==> src/rtl/serial_out_prog_if.sv <==
// Command/status bundle between the register block and serial_out_prog.
// master: command side (drives i_*), slave: generator (drives o_*).
interface serial_out_prog_if #(
    parameter int DATA_BIT = 32,
    parameter int CNT_BIT  = 8,
    parameter int REP_BIT  = 8
);
    localparam int LEN_BIT = $clog2(DATA_BIT) + 1;

    logic                i_start;
    logic                i_stop;
    logic [DATA_BIT-1:0] i_output_pattern;
    logic [DATA_BIT-1:0] i_freq_pattern;
    logic [LEN_BIT-1:0]  i_bit_len;
    logic [CNT_BIT-1:0]  i_high_period;
    logic [CNT_BIT-1:0]  i_low_period;
    logic [REP_BIT-1:0]  i_repeat_num;
    logic                o_serial_out;
    logic                o_bit_tick;
    logic                o_done_tick;
    logic                o_busy;

    modport master (
        output i_start, i_stop, i_output_pattern, i_freq_pattern,
        output i_bit_len, i_high_period, i_low_period, i_repeat_num,
        input  o_serial_out, o_bit_tick, o_done_tick, o_busy
    );

    modport slave (
        input  i_start, i_stop, i_output_pattern, i_freq_pattern,
        input  i_bit_len, i_high_period, i_low_period, i_repeat_num,
        output o_serial_out, o_bit_tick, o_done_tick, o_busy
    );
endinterface

==> src/rtl/serial_out_prog.sv <==
// Programmable serial pattern generator: shifts a pattern out LSB first,
// each bit lasting the high or low period chosen by the frequency pattern.
// Ports: clk, rst (sync, active-high), bus (serial_out_prog_if.slave).
// Optional macro SERIAL_OUT_SHADOW_EN: i_start while shifting is queued in
// a shadow config and taken at the next pass end instead of restarting.
module serial_out_prog #(
    parameter int DATA_BIT   = 32,
    parameter int CNT_BIT    = 8,
    parameter int REP_BIT    = 8,
    parameter bit IDLE_LEVEL = 1'b0
) (
    input logic clk,
    input logic rst,
    serial_out_prog_if.slave bus
);
    localparam int LW = $clog2(DATA_BIT) + 1;
    localparam int IW = $clog2(DATA_BIT);

    typedef enum logic {S_IDLE, S_SHIFT} state_t;

    state_t              state_q;
    logic [DATA_BIT-1:0] data_q;
    logic [DATA_BIT-1:0] freq_q;
    logic [LW-1:0]       len_q;
    logic [CNT_BIT-1:0]  hp_q;
    logic [CNT_BIT-1:0]  lp_q;
    logic [REP_BIT-1:0]  pass_q;
    logic [IW-1:0]       idx_q;
    logic [CNT_BIT-1:0]  cnt_q;

`ifdef SERIAL_OUT_SHADOW_EN
    logic                sh_v_q;
    logic [DATA_BIT-1:0] sh_data_q;
    logic [DATA_BIT-1:0] sh_freq_q;
    logic [LW-1:0]       sh_len_q;
    logic [CNT_BIT-1:0]  sh_hp_q;
    logic [CNT_BIT-1:0]  sh_lp_q;
    logic [REP_BIT-1:0]  sh_rep_q;
`endif

    // Input config with zero/out-of-range values already normalised
    logic [LW-1:0]      in_len;
    logic [CNT_BIT-1:0] in_hp;
    logic [CNT_BIT-1:0] in_lp;

    assign in_len = (bus.i_bit_len == '0 || bus.i_bit_len > LW'(DATA_BIT))
                    ? LW'(DATA_BIT) : bus.i_bit_len;
    assign in_hp  = (bus.i_high_period == '0) ? CNT_BIT'(1) : bus.i_high_period;
    assign in_lp  = (bus.i_low_period == '0) ? CNT_BIT'(1) : bus.i_low_period;

    logic               busy;
    logic               pass_end;
    logic [IW-1:0]      nsel;
    logic [CNT_BIT-1:0] nper;

    assign busy     = (state_q == S_SHIFT);
    assign pass_end = busy && (cnt_q == '0) && ({1'b0, idx_q} == len_q - LW'(1));
    assign nsel     = pass_end ? '0 : idx_q + IW'(1);
    assign nper     = freq_q[nsel] ? hp_q : lp_q;

    // Load request: a fresh start taken from the inputs or the shadow
    logic                load;
    logic [DATA_BIT-1:0] ld_data;
    logic [DATA_BIT-1:0] ld_freq;
    logic [LW-1:0]       ld_len;
    logic [CNT_BIT-1:0]  ld_hp;
    logic [CNT_BIT-1:0]  ld_lp;
    logic [REP_BIT-1:0]  ld_rep;
    logic [CNT_BIT-1:0]  ld_per0;

    always_comb begin
        load    = 1'b0;
        ld_data = bus.i_output_pattern;
        ld_freq = bus.i_freq_pattern;
        ld_len  = in_len;
        ld_hp   = in_hp;
        ld_lp   = in_lp;
        ld_rep  = bus.i_repeat_num;
        if (!bus.i_stop && bus.i_start) begin
`ifdef SERIAL_OUT_SHADOW_EN
            // While shifting, a start coinciding with a pass end is taken
            // directly; otherwise it only fills the shadow.
            load = !busy || pass_end;
`else
            load = 1'b1;
`endif
        end
`ifdef SERIAL_OUT_SHADOW_EN
        else if (!bus.i_stop && pass_end && sh_v_q) begin
            load    = 1'b1;
            ld_data = sh_data_q;
            ld_freq = sh_freq_q;
            ld_len  = sh_len_q;
            ld_hp   = sh_hp_q;
            ld_lp   = sh_lp_q;
            ld_rep  = sh_rep_q;
        end
`endif
        ld_per0 = ld_freq[0] ? ld_hp : ld_lp;
    end

    always_ff @(posedge clk) begin
        if (rst) begin
            state_q <= S_IDLE;
            data_q  <= '0;
            freq_q  <= '0;
            len_q   <= '0;
            hp_q    <= '0;
            lp_q    <= '0;
            pass_q  <= '0;
            idx_q   <= '0;
            cnt_q   <= '0;
`ifdef SERIAL_OUT_SHADOW_EN
            sh_v_q    <= 1'b0;
            sh_data_q <= '0;
            sh_freq_q <= '0;
            sh_len_q  <= '0;
            sh_hp_q   <= '0;
            sh_lp_q   <= '0;
            sh_rep_q  <= '0;
`endif
        end else if (load) begin
            state_q <= S_SHIFT;
            data_q  <= ld_data;
            freq_q  <= ld_freq;
            len_q   <= ld_len;
            hp_q    <= ld_hp;
            lp_q    <= ld_lp;
            pass_q  <= ld_rep;
            idx_q   <= '0;
            cnt_q   <= ld_per0 - CNT_BIT'(1);
`ifdef SERIAL_OUT_SHADOW_EN
            sh_v_q  <= 1'b0;
`endif
        end else if (busy) begin
            if (bus.i_stop) begin
                state_q <= S_IDLE;
                idx_q   <= '0;
                cnt_q   <= '0;
`ifdef SERIAL_OUT_SHADOW_EN
                sh_v_q  <= 1'b0;
`endif
            end else begin
`ifdef SERIAL_OUT_SHADOW_EN
                if (bus.i_start) begin
                    sh_v_q    <= 1'b1;
                    sh_data_q <= bus.i_output_pattern;
                    sh_freq_q <= bus.i_freq_pattern;
                    sh_len_q  <= in_len;
                    sh_hp_q   <= in_hp;
                    sh_lp_q   <= in_lp;
                    sh_rep_q  <= bus.i_repeat_num;
                end
`endif
                if (cnt_q != '0) begin
                    cnt_q <= cnt_q - CNT_BIT'(1);
                end else if (!pass_end) begin
                    idx_q <= idx_q + IW'(1);
                    cnt_q <= nper - CNT_BIT'(1);
                end else if (pass_q != REP_BIT'(1)) begin
                    // pass_q == 0 means continuous and is never decremented
                    idx_q <= '0;
                    cnt_q <= nper - CNT_BIT'(1);
                    if (pass_q != '0) pass_q <= pass_q - REP_BIT'(1);
                end else begin
                    state_q <= S_IDLE;
                    idx_q   <= '0;
                    pass_q  <= '0;
                end
            end
        end
    end

    assign bus.o_serial_out = busy ? data_q[idx_q] : IDLE_LEVEL;
    assign bus.o_bit_tick   = busy && (cnt_q == '0);
    assign bus.o_done_tick  = pass_end;
    assign bus.o_busy       = busy;

endmodule

==> src/flat_wrapper.sv <==
// flat-port wrapper written by rule: the top's interface ports become plain ports
module serial_out_prog_flat 
#(
    parameter int DATA_BIT   = 32,
    parameter int CNT_BIT    = 8,
    parameter int REP_BIT    = 8,
    parameter bit IDLE_LEVEL = 1'b0
)
  (clk, rst, bus_i_start, bus_i_stop, bus_i_output_pattern, bus_i_freq_pattern, bus_i_bit_len, bus_i_high_period, bus_i_low_period, bus_i_repeat_num, bus_o_serial_out, bus_o_bit_tick, bus_o_done_tick, bus_o_busy);
  serial_out_prog_if #(.DATA_BIT(DATA_BIT), .CNT_BIT(CNT_BIT), .REP_BIT(REP_BIT)) bus_i ();
  input logic clk;
  input logic rst;
  input wire logic [$bits(bus_i.i_start)-1:0] bus_i_start;
  input wire logic [$bits(bus_i.i_stop)-1:0] bus_i_stop;
  input wire logic [$bits(bus_i.i_output_pattern)-1:0] bus_i_output_pattern;
  input wire logic [$bits(bus_i.i_freq_pattern)-1:0] bus_i_freq_pattern;
  input wire logic [$bits(bus_i.i_bit_len)-1:0] bus_i_bit_len;
  input wire logic [$bits(bus_i.i_high_period)-1:0] bus_i_high_period;
  input wire logic [$bits(bus_i.i_low_period)-1:0] bus_i_low_period;
  input wire logic [$bits(bus_i.i_repeat_num)-1:0] bus_i_repeat_num;
  output wire logic [$bits(bus_i.o_serial_out)-1:0] bus_o_serial_out;
  output wire logic [$bits(bus_i.o_bit_tick)-1:0] bus_o_bit_tick;
  output wire logic [$bits(bus_i.o_done_tick)-1:0] bus_o_done_tick;
  output wire logic [$bits(bus_i.o_busy)-1:0] bus_o_busy;
  assign bus_i.i_start = bus_i_start;
  assign bus_i.i_stop = bus_i_stop;
  assign bus_i.i_output_pattern = bus_i_output_pattern;
  assign bus_i.i_freq_pattern = bus_i_freq_pattern;
  assign bus_i.i_bit_len = bus_i_bit_len;
  assign bus_i.i_high_period = bus_i_high_period;
  assign bus_i.i_low_period = bus_i_low_period;
  assign bus_i.i_repeat_num = bus_i_repeat_num;
  assign bus_o_serial_out = bus_i.o_serial_out;
  assign bus_o_bit_tick = bus_i.o_bit_tick;
  assign bus_o_done_tick = bus_i.o_done_tick;
  assign bus_o_busy = bus_i.o_busy;
  serial_out_prog #(.DATA_BIT(DATA_BIT), .CNT_BIT(CNT_BIT), .REP_BIT(REP_BIT), .IDLE_LEVEL(IDLE_LEVEL)) u_core (.clk(clk), .rst(rst), .bus(bus_i));
endmodule
==> config.mk <==
export PLATFORM = sky130hd
export DESIGN_NAME = serial_out_prog_flat
export DESIGN_NICKNAME = d
export VERILOG_FILES = /design/src/rtl/serial_out_prog_if.sv /design/src/rtl/serial_out_prog.sv /design/src/flat_wrapper.sv
export SDC_FILE = /design/constraint.sdc
export NUM_CORES = 1
export LEC_CHECK = 0
export ABC_AREA = 1
export CAP_MARGIN = 25
export CORE_MARGIN = 5
export CORE_UTILIZATION = 45
export DETAILED_ROUTE_END_ITERATION = 8
export PLACE_DENSITY = 0.71
export SLEW_MARGIN = 20
export SYNTH_ARGS = -nofsm -noshare
export SYNTH_HDL_FRONTEND = slang
export SYNTH_SLANG_ARGS = --single-unit
==> constraint.sdc <==
create_clock -name clk -period 4.6 [get_ports clk]
set_input_delay 0.92 -clock clk [delete_from_list [all_inputs] [get_ports clk]]
set_output_delay 0.92 -clock clk [all_outputs]
set_load 0.05 [all_outputs]
Yosys cells after proc, flatten, opt, wreduce, memory -nomap -nowiden:

Index checks and enable logic that the tools add are counted.

* word-level logic and storage cells: 75
* output and inout bits: 4
* register bits after elaboration: 108

* $add $sub $neg: 6
* $lt $le $gt $ge: 3
* eq/ne operators: 7
* mux-type cells: 33
* reductions and logical operators: 17

Operator list (number)
* two-way mux 8 bit: 17
* subtractor 8 x 1 -> 8 bit, second input constant: 4
* logical NOT 8 bit: 3
* nonzero test 8 bit: 2
* two-way mux 5 bit: 3
* less-than comparator 5 x 6 -> 1 bit, second input constant: 2
* binary-select mux 1 bit (select 5 bit): 2
* two-way mux 1 bit: 10
* inequality test 8 x 1 -> 1 bit, second input constant: 1
* equality test 5 x 6 -> 1 bit: 1
* greater-than comparator 6 bit, second input constant: 1
* logical NOT 6 bit: 1
* two-way mux 6 bit: 1
* subtractor 6 x 1 -> 6 bit, second input constant: 1
* adder 5 x 1 -> 5 bit, second input constant: 1
* inequality test 5 bit, second input constant: 1
* AND reduction 5 bit: 1
* inequality test 2 x 1 -> 1 bit, second input constant: 2
* AND reduction 2 bit: 2
* nonzero test 2 bit: 2
* logical AND 1 bit: 3
* inequality test 3 x 2 -> 1 bit, second input constant: 1
* inequality test 2 bit, second input constant: 1
* OR reduction 2 bit: 1
* 2 further kinds: 2

Longest topological paths before layout:

* word-level depth: 14
* gate-level depth with buffers: 31

Worst setup path after synthesis:

No wires, ideal clock.

* kind: register -> register
* start: reg u_core.len_q[0]
* end: reg u_core.cnt_q[6]
* buffers on the path: 1
* cell stages (with the launch flop): 27
* slack: 1.337 ns
* data arrival time: 3.193 ns
* library setup time: 0.070 ns
* period minus slack after synthesis: 3.263 ns
* cell sequence: dfxtp_1 inv_1 ha_1 inv_1 nand2_1 nand2_1 nor2_1 nand3_1 nor2_2 nand2_4 inv_1 nor2_1 inv_1 nand3_1 nand3_2 buf_4 nand2_2 a21oi_1 o21ai_1 nand2_1 inv_2 ha_1 nand2_1 nor2_1 nand3b_1 nand3_1 a21oi_1

* word-level cells in the longest chain between the ends: 14

RTL lines
* from (decl): line serial_out_prog.sv:24 `logic [LW-1:0] len_q;`
* from (signal assigned): line serial_out_prog.sv:126 `len_q <= ld_len;`
* subtractor 6 x 1 -> 6 bit (*): line serial_out_prog.sv:57 `assign pass_end = busy && (cnt_q == '0) && ({1'b0, idx_q} == len_q - LW'(1));`
* equality test 5 x 6 -> 1 bit (*): line serial_out_prog.sv:57
* logical AND 1 bit (*): line serial_out_prog.sv:57
* named net bus_o_done_tick: line flat_wrapper.sv:23 `output wire logic [$bits(bus_i.o_done_tick)-1:0] bus_o_done_tick;`
* two-way mux 5 bit: line serial_out_prog.sv:58 `assign nsel = pass_end ? '0 : idx_q + IW'(1);`
* binary-select mux 1 bit (select 5 bit): line serial_out_prog.sv:59 `assign nper = freq_q[nsel] ? hp_q : lp_q;`
* two-way mux 1 bit (implied by the code): line serial_out_prog.sv:59
* two-way mux 8 bit: line serial_out_prog.sv:59
* subtractor 8 x 1 -> 8 bit: line serial_out_prog.sv:159, serial_out_prog.sv:163
* two-way mux 8 bit: line serial_out_prog.sv:160 `end else if (pass_q != REP_BIT'(1)) begin`
* two-way mux 8 bit: line serial_out_prog.sv:157 `end else if (!pass_end) begin`
* two-way mux 8 bit: line serial_out_prog.sv:155 `if (cnt_q != '0) begin`
* two-way mux 8 bit: line serial_out_prog.sv:136 `if (bus.i_stop) begin`
* two-way mux 8 bit: line serial_out_prog.sv:135 `end else if (busy) begin`
* two-way mux 8 bit: line serial_out_prog.sv:122 `end else if (load) begin`
* to (signal assigned): line serial_out_prog.sv:156 `cnt_q <= cnt_q - CNT_BIT'(1);`
* to (signal assigned): line serial_out_prog.sv:159 `cnt_q <= nper - CNT_BIT'(1);`
* to (signal assigned): line serial_out_prog.sv:163 `cnt_q <= nper - CNT_BIT'(1);`
* to (decl): line serial_out_prog.sv:29 `logic [CNT_BIT-1:0] cnt_q;`

The timed path passes the listed nets; every way through them passes the cells marked *. The select of a mux whose other input is x is not followed.
A chain may end at the register's enable or synchronous reset.

Worst setup path in the final report:

* start: reg u_core.idx_q[0]
* end: out bus_o_serial_out

* word-level cells in the longest chain between the ends: 3

RTL lines
* from (decl): line serial_out_prog.sv:28 `logic [IW-1:0] idx_q;`
* from (signal assigned): line serial_out_prog.sv:158 `idx_q <= idx_q + IW'(1);`
* binary-select mux 1 bit (select 5 bit): line serial_out_prog.sv:174 `assign bus.o_serial_out = busy ? data_q[idx_q] : IDLE_LEVEL;`
* two-way mux 1 bit (implied by the code): line serial_out_prog.sv:174
* two-way mux 1 bit: line serial_out_prog.sv:174
* to (decl): line flat_wrapper.sv:21 `output wire logic [$bits(bus_i.o_serial_out)-1:0] bus_o_serial_out;`

No other way between the ends. The select of a mux whose other input is x is not followed.

==> results.toml <==
[cells_and_area]
n_antenna_cell = 0
final_common_cell = "nand2_1"
drive_above_1_share_pct = 5.53
final_cell_mix = "nand2_1 (225), dfxtp_1 (108), clkdlybuf4s50_1 (100)"
syn2layout_area_growth_pct = 25.3
num-nets-final = 1022

[placement]
place_ws_ns = 1.03
place_congestion = 0.862
hpwl_mm = 10.9
portBuffers = 101

[timing]
grt_setup_unrepaired = "false"
finalHoldViolations = 0
max_clock_freq_mhz = 259
setup_viol = 0
clock_skew_ns = 0.0117
tightestPinTransition_ns = 0.836
maxSlewHeadroom_pct = 44.1
tns_ns = 0
drv_slew = 0
layout_setup_ws_ns = 0.739
period_share_pct = 83.9
min_period_ns = 3.86

[floorplan]
dieWidth_um = 121
fp.dieArea_um2 = 14600
start_util_pct = 46.0
core_area_um2 = 12100
ios = 102
die_h_um = 121
rows = 40

[critical_path]
slowest_stage = "dfxtp_1"
worstSetupEndpointType = "primary output"
crit_path_max_fanout = 31
crit_top_cell = "o21ai_0"
timing.rr.start = "u_core.idx_q[0]"
crit_start = "u_core.idx_q[0]"
rr_worst_depth = 25
cp_slowest_stage_delay_ns = 0.81
cp-start-kind = "register"
path_cells = "inv_2 -> buf_4 -> o21ai_0 -> o22ai_1 -> o21ai_0 -> o22ai_1 -> o21ai_0 -> nor2_1 -> clkdlybuf4s50_1"
criticalPathCategory = "reg -> out"
cp-endpoint = "bus_o_serial_out"
cp.required_ns = 3.68
rrSetupSlack_ns = 1.00
r2r-end = "u_core.cnt_q[6]"
cp.arrival_ns = 2.94

[cts]
clkLatencyLatePin_ns = 0.35
clock_sinks = 108
ctsHtreeMaxLevel = 3
cts_hold_buf = 0
cts_buffers = 9
ctsResizeCount = 0
clockBufferDepth = 2
cts_root_buf = "clkbuf_16"
clk_pin_slew_ns = 0.06
cts_tree = "done"
post-cts-setup-buffers = 0

[route]
drc = 0
firstDrtPassIters = 6
vias_per_cell = 5.16
drtIter0Drc = 337
avgRoutedWirePerCell_um = 13.7
antenna_left = 0
vias = 5624
wl_mm = 14.9

[global_routing]
grt_first_pass_wirelength_mm = 25.0
grt_max_degree = 85
antenna_found_initial = 0
grt_use_total_pct = 20.9
grt_pass1_vias = 5367
grt_overflow_total = 0

[synth]
synthDistinctLibCells = 37
syn_avg_cell_area_um2 = 6.58
synth_edf_count = 0
netlist_area_um2 = 5540
syn_inst = 842
syn_nets = 946
yosys_warnings = 0
synth_seq_area_share_pct = 39.0
async_flop_share_pct = 0
synth_flop_cell = "dfxtp_1"
synth-seq-cells = 108

[run]
maxCapViolCount = 0

[status]
outcome = "finished clean"

[power]
max-vdd-ir-drop_mv = 0.154
power-per-cell-area_nw_per_um2 = 314
power_mw = 2.18
p_leak_nw = 2.79

[min_path]
min_path_cells = 2
hold_path.class = "reg -> reg"
==> cells by family after synthesis <==
group,after synthesis,synth area share (%)
AO/OA/AOI/OAI,197,18.9
XOR/XNOR,7,1.11
adder cells (fa/ha/maj),6,1.35
buffers and inverters,120,8.46
flip-flops,108,39.0
multiplexers,1,0.181
AND/OR/NAND/NOR,403,30.9
==> power by group <==
group          total, mW  switching, mW  internal, mW
combinational      0.381          0.207         0.173
sequential          1.01         0.0316         0.983
clock              0.786          0.336         0.450
==> area by class of cell <==
class                           instances  area (µm²)
Multi-Input combinational cell        614        2920
Clock inverter                          3        46.3
Timing Repair Buffer                  109        1070
Fill cell                            1238        5120
Inverter                               76         285
Sequential cell                       108        2160
Tap cell                              168         210
Clock buffer                           12         256
==> metal layers <==
layer	wire (µm)	track usage (%)
met5	0	0
met4	250	7.01
met3	686	2.61
met2	6790	33.9
met1	7180	28.6
==> cells in the mapped netlist, drive strengths merged (6+ instances only) <==
| cell | count | area (µm²) |
|---|---|---|
| o21ai | 72 | 360 |
| buf | 6 | 41.3 |
| nand2 | 232 | 903 |
| nand3 | 83 | 425 |
| inv | 74 | 278 |
| clkbuf | 38 | 143 |
| dfxtp | 108 | 2160 |
| a21oi | 93 | 465 |
| ha | 6 | 75.1 |
| a31oi | 6 | 37.5 |
| nor2 | 77 | 319 |
| o22ai | 15 | 93.8 |
==> state kept, by name, indices dropped and copies added (netlist names) <==
register and cells:
u_core.lp_q 8, u_core.bus.o_busy 1, u_core.data_q 32, u_core.len_q 6, u_core.freq_q 32, u_core.hp_q 8
u_core.cnt_q 8, u_core.pass_q 8, u_core.idx_q 5
==> per-stage QoR <==
stage | instance area, µm² | hold slack [ns] | instances | util, %
2_1_floorplan | 5540 | 0.438 | 842 | -
3_3_place_gp | 6640 | 0.450 | 1075 | 55.1
3_5_place_dp | 6640 | 0.455 | 1075 | 55.1
4_1_cts | 6950 | 0.463 | 1090 | 57.6
5_1_grt | 6950 | 0.479 | 1090 | 57.6
6_report | 6950 | 0.462 | 1090 | 57.6
==> worst max-delay path: cells and delay by family, from the launching register on <==
kind	cells	cell delay (ns)
buffers and inverters	3	1.03
flip-flops	1	0.81
AO/OA/AOI/OAI	5	0.68
AND/OR/NAND/NOR	1	0.09
==> worst min-delay path by stage <==
| stage | startpoint | end | slack, ns |
|---|---|---|---|
| finish | u_core.freq_q[18] | u_core.freq_q[18] | 0.46 |
| global route | u_core.data_q[16] | u_core.data_q[16] | 0.48 |
| CTS | u_core.data_q[10] | u_core.data_q[10] | 0.46 |
| detailed placement | u_core.freq_q[18] | u_core.freq_q[18] | 0.46 |
| global placement | u_core.data_q[28] | u_core.data_q[28] | 0.45 |
| floorplan | u_core.data_q[0] | u_core.data_q[0] | 0.44 |
Note: power is estimated with default switching activity, not from simulation.
